[config.mk]
export PLATFORM = sky130hd
export DESIGN_NAME = fifo_wr_arbiter
export DESIGN_NICKNAME = d
export VERILOG_FILES = /design/src/rtl/fifo_wr_arbiter.sv
export SDC_FILE = /design/constraint.sdc
export NUM_CORES = 1
export LEC_CHECK = 0
export CAP_MARGIN = 20
export CORE_MARGIN = 2
export CORE_UTILIZATION = 40
export CTS_CLUSTER_DIAMETER = 50
export DETAILED_ROUTE_END_ITERATION = 8
export PLACE_DENSITY = 0.83
export SYNTH_ARGS = -nofsm -noshare
export SYNTH_HDL_FRONTEND = slang
export SYNTH_SLANG_ARGS = --single-unit
[constraint.sdc]
create_clock -name clk -period 3.3 [get_ports clk]
set_input_delay 0.495 -clock clk [delete_from_list [all_inputs] [get_ports clk]]
set_output_delay 0.495 -clock clk [all_outputs]
set_load 0.005 [all_outputs]
[src/rtl/fifo_wr_arbiter.sv]
// rtl/fifo_wr_arbiter.sv - round-robin arbiter sharing one sync FIFO write port; optional retry counter under FIFO_ARB_RETRY_CNT_EN
module fifo_wr_arbiter #(
    parameter int NUM_REQ    = 4,
    parameter int DATA_WIDTH = 16
) (
    input  logic                          clk,
    input  logic                          rst,
    input  logic [NUM_REQ-1:0]            req,
    input  logic [NUM_REQ*DATA_WIDTH-1:0] req_data,
    input  logic                          fifo_full,
    input  logic                          fifo_wr_ack,
    input  logic                          fifo_overflow,
    output logic                          fifo_wr_en,
    output logic [DATA_WIDTH-1:0]         fifo_data_in,
    output logic [NUM_REQ-1:0]            gnt,
    output logic                          busy,
    output logic [7:0]                    retry_cnt
);
    localparam int IDX_W = (NUM_REQ > 1) ? $clog2(NUM_REQ) : 1;

    typedef enum logic [1:0] {IDLE, ISSUE, CHECK} state_t;

    state_t                  state, state_nxt;
    logic [IDX_W-1:0]        idx, idx_nxt;
    logic [IDX_W-1:0]        last_idx, last_idx_nxt;
    logic [IDX_W-1:0]        rr_winner, cand;
    logic                    rr_found;
    logic [NUM_REQ-1:0]      eligible;
    logic [DATA_WIDTH-1:0]   sel_data;
    logic                    write_ok;
    logic                    fifo_wr_en_nxt;
    logic [DATA_WIDTH-1:0]   fifo_data_nxt;
    logic [NUM_REQ-1:0]      gnt_nxt;

    // A producer still holding req in the cycle its gnt is shown must not win again
    assign eligible = req & ~gnt;
    // An ack that coincides with overflow is not trusted as a successful write
    assign write_ok = fifo_wr_ack & ~fifo_overflow;
    assign busy     = (state != IDLE);

    // Round-robin search starting just after the last granted producer, plus its data mux
    always_comb begin
        rr_found  = 1'b0;
        rr_winner = last_idx;
        cand      = '0;
        sel_data  = '0;
        for (int k = 1; k <= NUM_REQ; k++) begin
            cand = IDX_W'((int'(last_idx) + k) % NUM_REQ);
            if (!rr_found && eligible[cand]) begin
                rr_found  = 1'b1;
                rr_winner = cand;
            end
        end
        for (int i = 0; i < NUM_REQ; i++) begin
            if (rr_winner == IDX_W'(i)) begin
                sel_data = req_data[i*DATA_WIDTH +: DATA_WIDTH];
            end
        end
    end

    // State register
    always_ff @(posedge clk or posedge rst) begin
        if (rst) begin
            state <= IDLE;
        end else begin
            state <= state_nxt;
        end
    end

    // Next-state: issue one write, then spend a cycle reading its ack
    always_comb begin
        state_nxt = state;
        case (state)
            IDLE:    if (rr_found && !fifo_full) state_nxt = ISSUE;
            ISSUE:   state_nxt = CHECK;
            CHECK:   state_nxt = IDLE;
            default: state_nxt = IDLE;
        endcase
    end

    // Output decode: next values for the registered FIFO write port, grant and pointers
    always_comb begin
        fifo_wr_en_nxt = 1'b0;
        fifo_data_nxt  = fifo_data_in;
        gnt_nxt        = '0;
        idx_nxt        = idx;
        last_idx_nxt   = last_idx;
        case (state)
            IDLE: begin
                if (rr_found && !fifo_full) begin
                    fifo_wr_en_nxt = 1'b1;
                    fifo_data_nxt  = sel_data;
                    idx_nxt        = rr_winner;
                end
            end
            CHECK: begin
                if (write_ok) begin
                    gnt_nxt[idx] = 1'b1;
                    last_idx_nxt = idx;
                end
            end
            default: ;
        endcase
    end

    // Output and pointer registers; reset parks last_idx so the first search begins at producer 0
    always_ff @(posedge clk or posedge rst) begin
        if (rst) begin
            fifo_wr_en   <= 1'b0;
            fifo_data_in <= '0;
            gnt          <= '0;
            idx          <= '0;
            last_idx     <= IDX_W'(NUM_REQ - 1);
        end else begin
            fifo_wr_en   <= fifo_wr_en_nxt;
            fifo_data_in <= fifo_data_nxt;
            gnt          <= gnt_nxt;
            idx          <= idx_nxt;
            last_idx     <= last_idx_nxt;
        end
    end

`ifdef FIFO_ARB_RETRY_CNT_EN
    // Count failed write attempts, saturating at 255
    always_ff @(posedge clk or posedge rst) begin
        if (rst) begin
            retry_cnt <= 8'd0;
        end else if (state == CHECK && !write_ok && retry_cnt != 8'hFF) begin
            retry_cnt <= retry_cnt + 8'd1;
        end
    end
`else
    assign retry_cnt = 8'd0;
`endif

endmodule

==> results.yml, run 1 <==
run_status:
  status: "finished clean"
yosys:
  netlist_area_um2: 1680
  yosys.area.top_type: "dfrtp_1"
  synth_area_leaders: "dfrtp_1 37%, mux2i_1 19%, a2bb2oi_1 8.4%"
  yosysTopAreaCellShare: 0.373
  yosysUniqueCellTypes: 36
  syn_avg_cell_area_um2: 11.1
  yosys_warnings: 0
  yosysSeqAreaShare: 0.404
  ys_ff_latch: 27
  postSynthCellCount: 151
worst_setup_path:
  crit_path_start_kind: "primary input"
  r2r_start: "gnt[1]$_DFF_PP0_"
  crit_arrival_ns: 2.49
  ff2ff_path_depth: 5
  r2r_slack_ns: 1.28
  path_class: "in2reg"
  timing.rr.end: "fifo_data_in[13]$_DFFE_PP0P_"
  cp.required_ns: 3.47
  cp_max_fo: 16
  endpoint_kind: "flop"
clocking:
  h-tree-depth: 1
  numCtsBuffers: 3
  clk_pin_slew_worst_paths_ns: 0.09
  cts_tree: "yes"
  post_cts_buffers: 0
  cts_resized: 0
  clk_latency_ns: 0.27
  clock-sinks: 27
  cts.path.max_buffers: 2
  cts_root_buf: "clkbuf_8"
  holdBufCountCts: 0
floorplanning:
  die_area_um2: 4730
  io_pins: 103
  rows: 23
  fp.dieW_um: 68.7
  die_height_um: 68.7
  fp.coreArea_um2: 4030
  start_util: 0.416
global_route:
  antenna_found_initial: 0
  grt_pass1_wl_um: 6470
  gr-total-overflow: 0
  grt_max_degree: 34
  track_usage: 0.184
  grt_pass1_vias: 1520
timing:
  drv_slew: 0
  slew_headroom: 0.509
  finalCritPeriodShare: 0.701
  rsz0062_at_grt: "false"
  worst_slack_ns: 0.986
  report.final.setup_viol: 0
  hold_viol_final: 0
  finalSetupTns_ns: 0
  fmax_ghz: 0.432
  min_period_ns: 2.31
  fin_skew_ns: 0.00678
  tightestPinTransition_ns: 0.735
pwr:
  ir_drop_mv: 0.350
  intPower_mw: 1.11
  p_clk_frac: 0.109
  p_per_area_nw_per_um2: 630
  leakagePower_nw: 1.20
  swShare: 0.337
  p_sw_uw: 563
  pwr-share-comb: 0.561
  p_seq_frac: 0.330
drt:
  route.antenna.remaining_nets: 0
  routedWlPerCell_um: 14.1
  vias: 1487
  drt_iter0_drc: 30
  drt-total-wl_um: 4140
  routed_via_density: 5.06
  dr.pass1.iters: 5
  drc_errors: 0
placed_design:
  post-dp-hpwl_um: 3270
  dp_slack_ns: 0.764
  portBuffers: 94
  dp_cells: 289
  place_area_um2: 2580
  place.gp.congestion: 0.708
cells_and_area:
  layout_commonest_cell: "clkdlybuf4s50_1"
  nFillCells: 364
  layout.nets: 318
  final_area_um2: 2660
  synthToLayoutAreaGrowth_pct: 58.4
  final_cell_mix: "94 x clkdlybuf4s50_1, 32 x mux2i_1, 25 x dfrtp_1"
  drive_above_1_share: 0.0861
  finalNonFillerCells: 294
  diodes: 0
worst_hold_path:
  min_path_type: "in2async"
flow_run:
  max-cap-violations: 0
[synth_stat cells]
master,number
o221ai_1,1
clkbuf_1,1
and3_1,1
o311ai_1,1
dfstp_2,2
inv_1,3
nor2_1,4
mux2i_1,32
nor2b_1,3
nand3_1,2
dfrtp_1,25
buf_4,8
nor2b_2,1
o21ai_0,3
buf_12,2
nor3b_1,1
inv_2,2
a211oi_2,2
or2_1,1
a2bb2oi_1,16
conb_1,1
buf_8,1
and3b_1,1
o21ai_1,17
nor3b_2,2
clkbuf_8,2
o21ai_2,1
nand2_1,5
nand2b_1,2
nor2b_4,1
and4bb_1,1
o21ai_4,1
mux2_2,2
buf_2,1
nor3_1,1
a21oi_1,1
[flip-flops by register name, summed over array words and instances (netlist names)]
name	count
idx	2
state	2
fifo_wr_en	1
last_idx	2
gnt	4
fifo_data_in	16
[stage by stage]
| stage | util | hold WS [ns] | power [mW] |
|---|---|---|---|
| after floorplan | - | 0.409 | 1.18 |
| after global placement | 0.641 | 0.423 | 1.48 |
| after detailed placement | 0.641 | 0.433 | 1.50 |
| after CTS | 0.652 | 0.447 | 1.69 |
| after global routing | 0.659 | 0.457 | 1.80 |
| final | 0.659 | 0.429 | 1.67 |
[logic make-up (layout without fill, tap and decap cells)]
family,count (synthesis),in the layout,share of synthesized area
buffers and inverters,20,106,0.101
muxes,34,34,0.204
and+or+nand+nor,26,26,0.101
other,1,8,0.00224
DFF,27,27,0.404
AOI/OAI and AO/OA,43,43,0.187
[cell type report]
cell class | instances | area, um2 | share of cell area
clock buffers | 3 | 41.3 | 0.0155
clock inverters | 1 | 5.00 | 0.00188
inverters | 5 | 18.8 | 0.00707
multi-input cells | 111 | 855 | 0.322
flip-flops and latches | 27 | 678 | 0.255
well taps | 50 | 62.6 | 0.0236
repair buffers | 97 | 996 | 0.375
[routing by layer]
metal | wire [um] | track usage | vias up
li1 | - | - | 726
met1 | 1530 | 0.201 | 684
met2 | 2130 | 0.333 | 73
met3 | 426 | 0.0584 | 4
met4 | 54 | 0.0637 | 0
met5 | 0 | 0 | -
[power groups by stage]
stage                     Clock (mW)  Sequential [mW]  Combinational (mW)
final                          0.183            0.552               0.938
after global routing           0.207            0.573                1.02
after CTS                      0.189            0.553               0.949
after detailed placement           0            0.559               0.945
after global placement             0            0.551               0.930
after floorplan                    0            0.552               0.624
[critical path: stages]
cell and delay (ns):
clkdlybuf4s50_1 0.49, nor2b_2 0.20, nor2_1 0.09, o311ai_1 0.30, nand3_1 0.56, o21ai_1 0.33
[worst max path at each step]
stage                     slack, ns    from                            to
after floorplan                1.52  req[1]  fifo_data_in[12]$_DFFE_PP0P_
after global placement         0.84  req[1]   fifo_data_in[9]$_DFFE_PP0P_
after CTS                      1.04  req[1]  fifo_data_in[13]$_DFFE_PP0P_
after detailed placement       0.76  req[1]   fifo_data_in[8]$_DFFE_PP0P_
after global routing           0.81  req[2]  fifo_data_in[13]$_DFFE_PP0P_
final                          0.99  req[1]  fifo_data_in[13]$_DFFE_PP0P_
No activity file was read; power rests on OpenSTA's default activity.
==> inputs of run 2 (changes only) <==
--- a/config.mk
+++ b/config.mk
@@ -7,10 +7,10 @@
 export LEC_CHECK = 0
 export CAP_MARGIN = 20
 export CORE_MARGIN = 2
-export CORE_UTILIZATION = 40
+export CORE_UTILIZATION = 34
 export CTS_CLUSTER_DIAMETER = 50
 export DETAILED_ROUTE_END_ITERATION = 8
-export PLACE_DENSITY = 0.83
+export PLACE_DENSITY = 0.75
 export SYNTH_ARGS = -nofsm -noshare
 export SYNTH_HDL_FRONTEND = slang
 export SYNTH_SLANG_ARGS = --single-unit
==> constraint.sdc (replaced) <==
create_clock -name clk -period 1.95 [get_ports clk]
set_input_delay 0.2925 -clock clk [delete_from_list [all_inputs] [get_ports clk]]
set_output_delay 0.2925 -clock clk [all_outputs]
set_load 0.005 [all_outputs]
==> results.yml, run 2 (synthesis gave the netlist of run 1 again) <==
pwr:
  pwr-share-comb: 0.623
  p_sw_mw: 1.08
  leakagePower_nw: 1.32
  p_seq_frac: 0.283
  ir_drop_mv: 0.658
  intPower_mw: 2.25
  p_per_area_nw_per_um2: 1150
  swShare: 0.323
  p_clk_frac: 0.095
global_route:
  antenna_found_initial: 0
  gr-total-overflow: 0
  track_usage: 0.152
  grt_pass1_wl_um: 6560
  grt_max_degree: 28
  grt_pass1_vias: 1431
worst_setup_path:
  path_class: "in2reg"
  r2r_start: "last_idx[1]$_DFFE_PP1P_"
  cp_max_fo: 8
  ff2ff_path_depth: 8
  crit_path_start_kind: "primary input"
  endpoint_kind: "flop"
  crit_arrival_ns: 2.06
  timing.rr.end: "fifo_data_in[14]$_DFFE_PP0P_"
  cp.required_ns: 2.11
  r2r_slack_ns: 0.10
drt:
  drc_errors: 0
  dr.pass1.iters: 4
  routedWlPerCell_um: 13.7
  routed_via_density: 4.61
  route.antenna.remaining_nets: 0
  drt-total-wl_um: 4580
  vias: 1545
  drt_iter0_drc: 56
timing:
  fin_skew_ns: 0.00958
  hold_viol_final: 0
  report.final.setup_viol: 0
  drv_slew: 0
  finalCritPeriodShare: 0.973
  fmax_ghz: 0.527
  hold-worst-slack_ns: 0.373
  finalSetupTns_ns: 0
  min_period_ns: 1.90
  rsz0062_at_grt: "true"
placed_design:
  post-dp-hpwl_um: 3300
  place_area_um2: 2720
  portBuffers: 94
  place.gp.congestion: 0.804
worst_hold_path:
  min_path_type: "in2async"
floorplanning:
  rows: 25
  io_pins: 103
  fp.dieW_um: 74.2
  die_height_um: 74.2
  start_util: 0.353
  die_area_um2: 5510
  fp.coreArea_um2: 4750
cells_and_area:
  diodes: 0
  drive_above_1_share: 0.164
  largest_registers: "fifo_data_in (16), gnt (4)"
  largest_register_ffs: 16
  layout.nets: 342
  top_register: "fifo_data_in"
  finish.utilization: 0.610
  synthToLayoutAreaGrowth_pct: 72.9
  seq_area_um2: 678
  nFillCells: 423
  final_cell_mix: "94 x clkdlybuf4s50_1, 32 x mux2i_1, 25 x dfrtp_1"
  layout_commonest_cell: "clkdlybuf4s50_1"
  multi_input_area_um2: 867
  final_area_um2: 2900
run_status:
  status: "finished clean"
clocking:
  cts_root_buf: "clkbuf_8"
  cts.path.max_buffers: 2
  clock-sinks: 27
  cts_tree: "yes"
  holdBufCountCts: 0
  h-tree-depth: 1
  clk_pin_slew_worst_paths_ns: 0.10
  numCtsBuffers: 3
  clk_latency_ns: 0.27
flow_run:
  max-cap-violations: 0
run 2: changes by cell type in the layout (fill, tap and decap cells not counted), sizes merged:
| cell | before | now |
|---|---|---|
| buf | 3 | 26 |
| clkbuf | 3 | 5 |
| clkinv | 1 | 0 |
run 2: layer usage:
| layer | GRT usage | vias to the layer above | wire length (um) |
|---|---|---|---|
| met4 | 0.0357 | 0 | 23 |
| met5 | 0 | - | 0 |
| met3 | 0.0352 | 2 | 330 |
| li1 | - | 773 | - |
| met2 | 0.262 | 63 | 2230 |
| met1 | 0.196 | 707 | 2000 |
run 2: worst max path at each step:
stage | from | end | depth (start not counted)
after global routing | req[1] | fifo_data_in[14]$_DFFE_PP0P_ | 9
final | req[1] | fifo_data_in[14]$_DFFE_PP0P_ | 9
after CTS | req[1] | fifo_data_in[15]$_DFFE_PP0P_ | 8
after global placement | req[3] | fifo_data_in[5]$_DFFE_PP0P_ | 8
after detailed placement | req[1] | fifo_data_in[8]$_DFFE_PP0P_ | 8
after floorplan | gnt[1]$_DFF_PP0_ | fifo_data_in[12]$_DFFE_PP0P_ | 7
run 2: power by group through the flow:
stage | registers [mW] | clock network (mW) | logic (mW)
2_1_floorplan | 0.934 | 0 | 1.06
6_report | 0.941 | 0.315 | 2.07
4_1_cts | 0.933 | 0.320 | 1.75
3_5_place_dp | 0.942 | 0 | 1.75
5_1_grt | 0.975 | 0.336 | 2.22
3_3_place_gp | 0.934 | 0 | 1.74
run 2: timing repair:
item,4_1_cts,5_1_grt
buffers inserted,0,12
setup endpoints to repair,0,9
gates resized for setup,0,5
run 2: cell type report:
cell class / count / area share
clock buffers: 4 / 0.0155
flip-flops and latches: 27 / 0.234
well taps: 67 / 0.0289
multi-input cells: 111 / 0.299
repair buffers: 121 / 0.416
inverters: 5 / 0.00647
run 2: worst max-delay path, stage by stage:
cell,delay [ns]
clkdlybuf4s50_1,0.51
nor3b_4,0.24
a211oi_2,0.08
o21ai_4,0.23
buf_12,0.17
buf_4,0.11
mux2i_1,0.17
a2bb2oi_1,0.17
o21ai_1,0.08
run 2: stage by stage:
stage	instances	total power, mW	setup slack, ns
detailed placement	318	2.69	-0.186
finish	335	3.33	0.0518
floorplan	158	1.99	0.232
global placement	318	2.67	-0.162
global route	335	3.53	-0.0257
CTS	322	3.01	0.0790
